[src/rtl/pipeline_stage_skid.sv]
// pipeline_stage_skid: elastic inter-stage register with valid/ready handshake,
// flush, bubble (NOP) insertion and an optional two-entry skid buffer.
module pipeline_stage_skid #(
  parameter int unsigned       DATA_W    = 32,
  parameter logic [DATA_W-1:0] NOP_VALUE = {DATA_W{1'b0}},
  parameter bit                SKID      = 1'b1
) (
  input  logic              clk,
  input  logic              reset_n,
  input  logic              flush,
  input  logic              in_valid,
  output logic              in_ready,
  input  logic [DATA_W-1:0] in_data,
  output logic              out_valid,
  input  logic              out_ready,
  output logic [DATA_W-1:0] out_data,
  output logic [1:0]        occupancy
);

  typedef enum logic [1:0] {
    EMPTY = 2'd0,
    ONE   = 2'd1,
    TWO   = 2'd2
  } state_e;

  state_e            state_q, state_d;
  logic [DATA_W-1:0] main_q, main_d;
  logic [DATA_W-1:0] skid_q, skid_d;
  logic              rdy_q, rdy_d;
  logic              accept;
  logic              transfer;

  assign out_valid = (state_q != EMPTY);
  assign out_data  = out_valid ? main_q : NOP_VALUE;
  assign occupancy = state_q;
  assign transfer  = out_valid & out_ready;
  assign accept    = in_valid & in_ready;

  // rdy_q is low through reset and the release edge; in skid mode it also
  // tracks "not full" one register stage ahead, so in_ready has no input path.
  assign rdy_d = (state_d != TWO);

  generate
    if (SKID) begin : g_skid
      assign in_ready = rdy_q;

      always_comb begin
        state_d = state_q;
        main_d  = main_q;
        skid_d  = skid_q;
        unique case (state_q)
          EMPTY: begin
            if (accept) begin
              state_d = ONE;
              main_d  = in_data;
            end
          end
          ONE: begin
            case ({accept, transfer})
              2'b11: main_d = in_data;
              2'b10: begin
                state_d = TWO;
                skid_d  = in_data;
              end
              2'b01: state_d = EMPTY;
              default: ;
            endcase
          end
          TWO: begin
            if (transfer) begin
              state_d = ONE;
              main_d  = skid_q;
            end
          end
          default: state_d = EMPTY;
        endcase
        // A flush still lets the cycle's handshakes complete; it only drops entries.
        if (flush) begin
          state_d = EMPTY;
        end
      end
    end else begin : g_noskid
      assign in_ready = rdy_q & (~out_valid | out_ready);

      always_comb begin
        state_d = state_q;
        main_d  = main_q;
        skid_d  = skid_q;
        if (accept) begin
          state_d = ONE;
          main_d  = in_data;
        end else if (transfer) begin
          state_d = EMPTY;
        end
        if (flush) begin
          state_d = EMPTY;
        end
      end
    end
  endgenerate

  always_ff @(posedge clk or negedge reset_n) begin
    if (!reset_n) begin
      state_q <= EMPTY;
      main_q  <= NOP_VALUE;
      skid_q  <= NOP_VALUE;
      rdy_q   <= 1'b0;
    end else begin
      state_q <= state_d;
      main_q  <= main_d;
      skid_q  <= skid_d;
      rdy_q   <= rdy_d;
    end
  end

endmodule

[config.mk]
export PLATFORM = sky130hd
export DESIGN_NAME = pipeline_stage_skid
export DESIGN_NICKNAME = d
export VERILOG_FILES = /design/src/rtl/pipeline_stage_skid.sv
export SDC_FILE = /design/constraint.sdc
export NUM_CORES = 1
export LEC_CHECK = 0
export CELL_PAD_IN_SITES_DETAIL_PLACEMENT = 1
export CELL_PAD_IN_SITES_GLOBAL_PLACEMENT = 1
export CORE_AREA = 2 2 90 92
export CTS_BUF_LIST = sky130_fd_sc_hd__clkbuf_16
export DETAILED_ROUTE_END_ITERATION = 6
export DIE_AREA = 0 0 92 94
export HOLD_SLACK_MARGIN = 0.05
export PLACE_DENSITY_LB_ADDON = 0.1
export REMOVE_ABC_BUFFERS = 1
export SETUP_SLACK_MARGIN = 0.2
export SYNTH_ARGS = -nofsm -noshare
export SYNTH_HDL_FRONTEND = slang
export SYNTH_SLANG_ARGS = --single-unit
[constraint.sdc]
create_clock -name clk -period 4.32 [get_ports clk]
set_input_delay 0.432 -clock clk [delete_from_list [all_inputs] [get_ports clk]]
set_output_delay 0.432 -clock clk [all_outputs]
set_load 0.02 [all_outputs]
Word level (Yosys, flattened, before mapping)
Index checks and enable logic that the tools add are counted.
{ "classes": {"n_eq_ne": 9, "n_mux": 10, "n_bitwise": 2, "reduce_logical": 5} }
{ "ops": {"columns": ["operator", "n"], "rows": [
  ["two-way mux 32 bit", 4],
  ["one-hot mux 32 bit (3 select lines)", 1],
  ["equality test 2 bit (second input constant)", 3],
  ["two-way mux 2 bit", 3],
  ["!= test 2 bit (second input constant)", 3],
  ["one-hot mux 2 bit (3 select lines)", 1],
  ["equality test 2 x 1 -> 1 bit (second input constant)", 2],
  ["one-hot mux 2 bit (2 select lines)", 1],
  ["AND reduction 4 bit", 1],
  ["nonzero test 3 bit", 1],
  ["bitwise AND 1 bit", 2],
  ["logical NOT 2 bit", 1],
  ["!= test 2 x 1 -> 1 bit (second input constant)", 1],
  ["AND reduction 2 bit", 1],
  ["nonzero test 2 bit", 1]
]} }
{ "totals": {"ff_bits": 67, "inputBits": 37, "out_inout_bits": 36, "wordCells": 30} }

Logic depth before layout (Yosys ltp)
{ "logic_depth": {"word_depth": 7, "mapped_depth": 10, "mapped_depth_nobuf": 8} }

Least setup slack after synthesis
No wires, ideal clock.
{ "synth_path": {"path_type": "register -> register", "start": "register state_q[0], in the netlist occupancy[0]", "end": "register main_q[10]", "setup_time_ns": 0.125, "arrival_ns": 2.320, "required_time_ns": 4.195, "setup_slack_ns": 1.875, "path_stages_with_launch": 11, "n_path_buf": 2, "synth_period_minus_slack_ns": 2.445, "path_cell_list": "dfrtp_1 > nor2_1 > inv_1 > clkbuf_1 > nand2_1 > inv_1 > ha_1 > and3b_1 > a221o_1 > buf_6 > mux2_4"} }
{ "synth_via": {"elab_chain_len": 5, "elab_cells_between_ends": 12, "classes_between": "6 x eq/ne; 1 x mux; 1 x bitwise; 4 x reduce/logical"} }
{ "synth_rtl": {"columns": ["item", "line_no", "rtl"], "rows": [
  ["from (decl)", "26", "state_e state_q, state_d;"],
  ["from (signal assigned)", "109", "state_q <= state_d;"],
  ["nonzero test 2 bit *", "33", "assign out_valid = (state_q != EMPTY);"],
  ["named net out_valid", "14", "output logic out_valid,"],
  ["bitwise AND 1 bit *", "36", "assign transfer = out_valid & out_ready;"],
  ["equality test 2 bit", "59", "case ({accept, transfer})"],
  ["!= test 2 x 1 -> 1 bit (no source line)", null, null],
  ["AND reduction 4 bit (no source line) *", null, null],
  ["to (signal assigned)", "110", "main_q <= main_d;"],
  ["to (decl)", "27", "logic [DATA_W-1:0] main_q, main_d;"]
]} }
Mark *: on every way through the listed nets, which the timed path passes. The rest lies on a longest branch.
A chain may end at the register's enable or synchronous reset.

Worst setup path in the final report
{ "layout_path": {"start": "register state_q[0], in the netlist occupancy[0]", "end": "register main_q[7]"} }
{ "layout_via": {"elab_chain_len": 5, "elab_cells_between_ends": 12, "classes_between": "6 x eq/ne; 1 x mux; 1 x bitwise; 4 x reduce/logical"} }
{ "layout_rtl": {"columns": ["item", "line_no"], "rows": [
  ["nonzero test 2 bit", "33"],
  ["bitwise AND 1 bit", "36"],
  ["equality test 2 bit", "59"],
  ["!= test 2 x 1 -> 1 bit (no source line)", null],
  ["AND reduction 4 bit (no source line)", null]
]} }
Parallel ways exist; a longest one is shown, timed or not.

==> flow_summary.ini <==
[clock_tree]
ctsLongestPathBuffers = 2
postCtsSetupBuffers = 0
cts_buffers = 9
htree_levels = 3
path_clk_slew_ns = 0.05
cts.hold.buffers_added = 0
cts_resized = 0
cts_tree = done
cts_root_buf = clkbuf_16
clkSinkCount = 67
clk_latency_ns = 0.33

[global_routing]
antenna_found_initial = 0
grt_max_degree = 39
grt_pass1_wl_um = 11800
grt_pass1_vias = 2243
grt-ovfl-total = 0
grt_use_total_pct = 18.1

[yosys]
yosys_warnings = 0
syn_avg_cell_area_um2 = 14.5
synthArstFlopShare_pct = 100
synthCells = 226
synth_most_common_cell = dfrtp_1
ys_ff_latch = 67
synth_top_cells_by_area = dfrtp_1 51%, mux2_2 23%, mux2_4 14%, and2_1 6.3%, buf_2 1.1%
synth_commonest_cells = 67 x dfrtp_1, 66 x mux2_2, 33 x and2_1
ys_seq_area_share_pct = 51.2
yosysUniqueCellTypes = 19
synth.largest_area_cell = dfrtp_1
synth_edf_count = 0
synth_top_area_share_pct = 51.2
synth_flop_cell = dfrtp_1
synth.cell_area_um2 = 3270

[die]
die_y_um = 94
ios = 73
die-area_um2 = 8650
die_w_um = 92
coreArea_um2 = 7610
start_util_pct = 43.0
rows = 32

[critical_path]
cp.arrival_ns = 2.80
crit_required_ns = 4.53
crit_slowest_cell = a221o_2
crit_fanout = 22
cpMostUsedCell = inv_1
path_cells = nor2_1, inv_1, nand2_1, inv_1, ha_1, and3b_1, a221o_2, buf_4, mux2_4
max_stage_delay_ns = 0.59
startpoint_type = flop
worst-setup-path-type = flop to flop
end_kind = flop

[sta]
finalCriticalPeriod_ns = 2.59
fmax_mhz = 387
fin_setup_tns_ns = 0
slew_headroom_pct = 40.5
rsz0062_at_grt = no
finClkSkew_ns = 0.00523
finalMaxSlewViolations = 0
setup_viol = 0
min_period_over_period_pct = 59.9
hold_viol = 0
worst_pin_slew_ns = 0.892

[routing]
vias = 2033
drtAntennaViolNets = 0
wl_per_cell_um = 17.9
dr.pass1.iters = 4
drt_iter0_markers = 67
totalWireLength_um = 7280
drc = 0
viasPerCell = 5.00

[pwr]
leakagePower_nw = 1.90
max-vdd-ir-drop_mv = 0.246
powerDensity_nw_per_um2 = 481

[final_layout]
area_delta_synth_final_pct = 33.1
finalNetCount = 339
n_antenna_cell = 0
fin_area_um2 = 4360
nFillCells = 759
layout-drive-gt1-share_pct = 38.4

[placement]
place_hpwl_um = 4570
gp_congestion = 0.670
port_buffers = 72
place_area_um2 = 4070

[run_status]
status = completed

[min_path]
hold_class = primary input to asynchronous set/reset pin

[flow_run]
maxCapViolCount = 0
## cell type report
type,instances,area (µm²),share of cell area [%]
Timing Repair Buffer,76,746,17.1
Clock buffer,9,225,5.17
Multi-Input combinational cell,144,1510,34.8
Sequential cell,67,1680,38.5
Inverter,2,7.51,0.172
Clock inverter,7,60.1,1.38
Tap cell,102,128,2.93
## layer usage
layer | vias to the layer above | track usage (%) | share of wire [%]
met5 | - | 0 | 0
met4 | 0 | 7.84 | 1.7
met3 | 10 | 3.61 | 4.1
met2 | 54 | 29.8 | 48
met1 | 1034 | 23.4 | 46
li1 | 935 | - | -
## logic make-up after synthesis
logic type / synth area share (%)
mux: 36.5
flops: 51.2
simple gates: 8.02
buf+inv: 2.67
compound gates: 0.879
fa+ha+maj: 0.764
## registers in the layout, indices dropped and copies added, names as in the netlist
signal     cells
skid_q        32
occupancy      2
main_q        32
in_ready       1
## per-stage QoR
| step | hold WS, ns | setup WS (ns) | instances | power [W] | utilization (%) |
|---|---|---|---|---|---|
| after floorplan | 0.136 | 1.04 | 213 | 0.00121 | - |
| after global placement | 0.483 | 1.49 | 391 | 0.00138 | 53.5 |
| after detailed placement | 0.489 | 1.43 | 391 | 0.00141 | 53.5 |
| after CTS | 0.264 | 1.69 | 407 | 0.00213 | 57.3 |
| after global routing | 0.304 | 1.62 | 407 | 0.00220 | 57.3 |
| final | 0.231 | 1.73 | 407 | 0.00210 | 57.3 |
## path summary, 6_finish.rpt
check	startpoint	endpoint	slack, ns	cells after the start
setup / recovery	occupancy[0]	main_q[7]	1.73	9
hold / removal	reset_n	in_ready	0.23	1
setup reg to reg	occupancy[0]	main_q[7]	1.73	9
hold reg to reg	main_q[2]	main_q[2]	0.50	1
max in group asynchronous	reset_n	skid_q[22]	3.14	2
min in group clk	main_q[2]	main_q[2]	0.50	1
## cells in the final DEF, fill, tap and decap left out
cell type,netlist,final
clkdlybuf4s50_1,0,71
dfrtp_1,67,67
mux2_2,66,66
and2_1,33,33
mux2_4,30,30
clkbuf_16,0,9
buf_4,0,4
inv_1,2,3
clkinv_2,0,3
nor2b_1,2,2
nand3b_1,2,2
ha_1,2,2
nor2_1,1,1
nand2_1,1,1
a22oi_1,1,1
a21oi_1,1,1
nand2b_2,0,1
o22ai_1,1,1
nand2b_1,2,1
and3b_1,1,1
a221o_2,0,1
clkinvlp_4,0,1
bufinv_16,0,1
clkinv_1,0,1
buf_2,7,1
## power breakdown
| part | leakage [nW] | internal (W) | switching, W | total (W) |
|---|---|---|---|---|
| clock network | 0.144 | 0.000439 | 0.000262 | 0.000701 |
| logic | 0.962 | 0.000312 | 0.000191 | 0.000503 |
| registers | 0.791 | 0.000804 | 0.0000891 | 0.000893 |
## critical path, delay by kind of cell (launching register included)
family / cells / cell delay, ns
AOI/OAI and AO/OA: 1 / 0.59
buffers and inverters: 3 / 0.47
and+or+nand+nor: 3 / 0.46
DFF: 1 / 0.44
muxes: 1 / 0.32
adders and majority gates: 1 / 0.18
(Power assumes the default switching activity.)
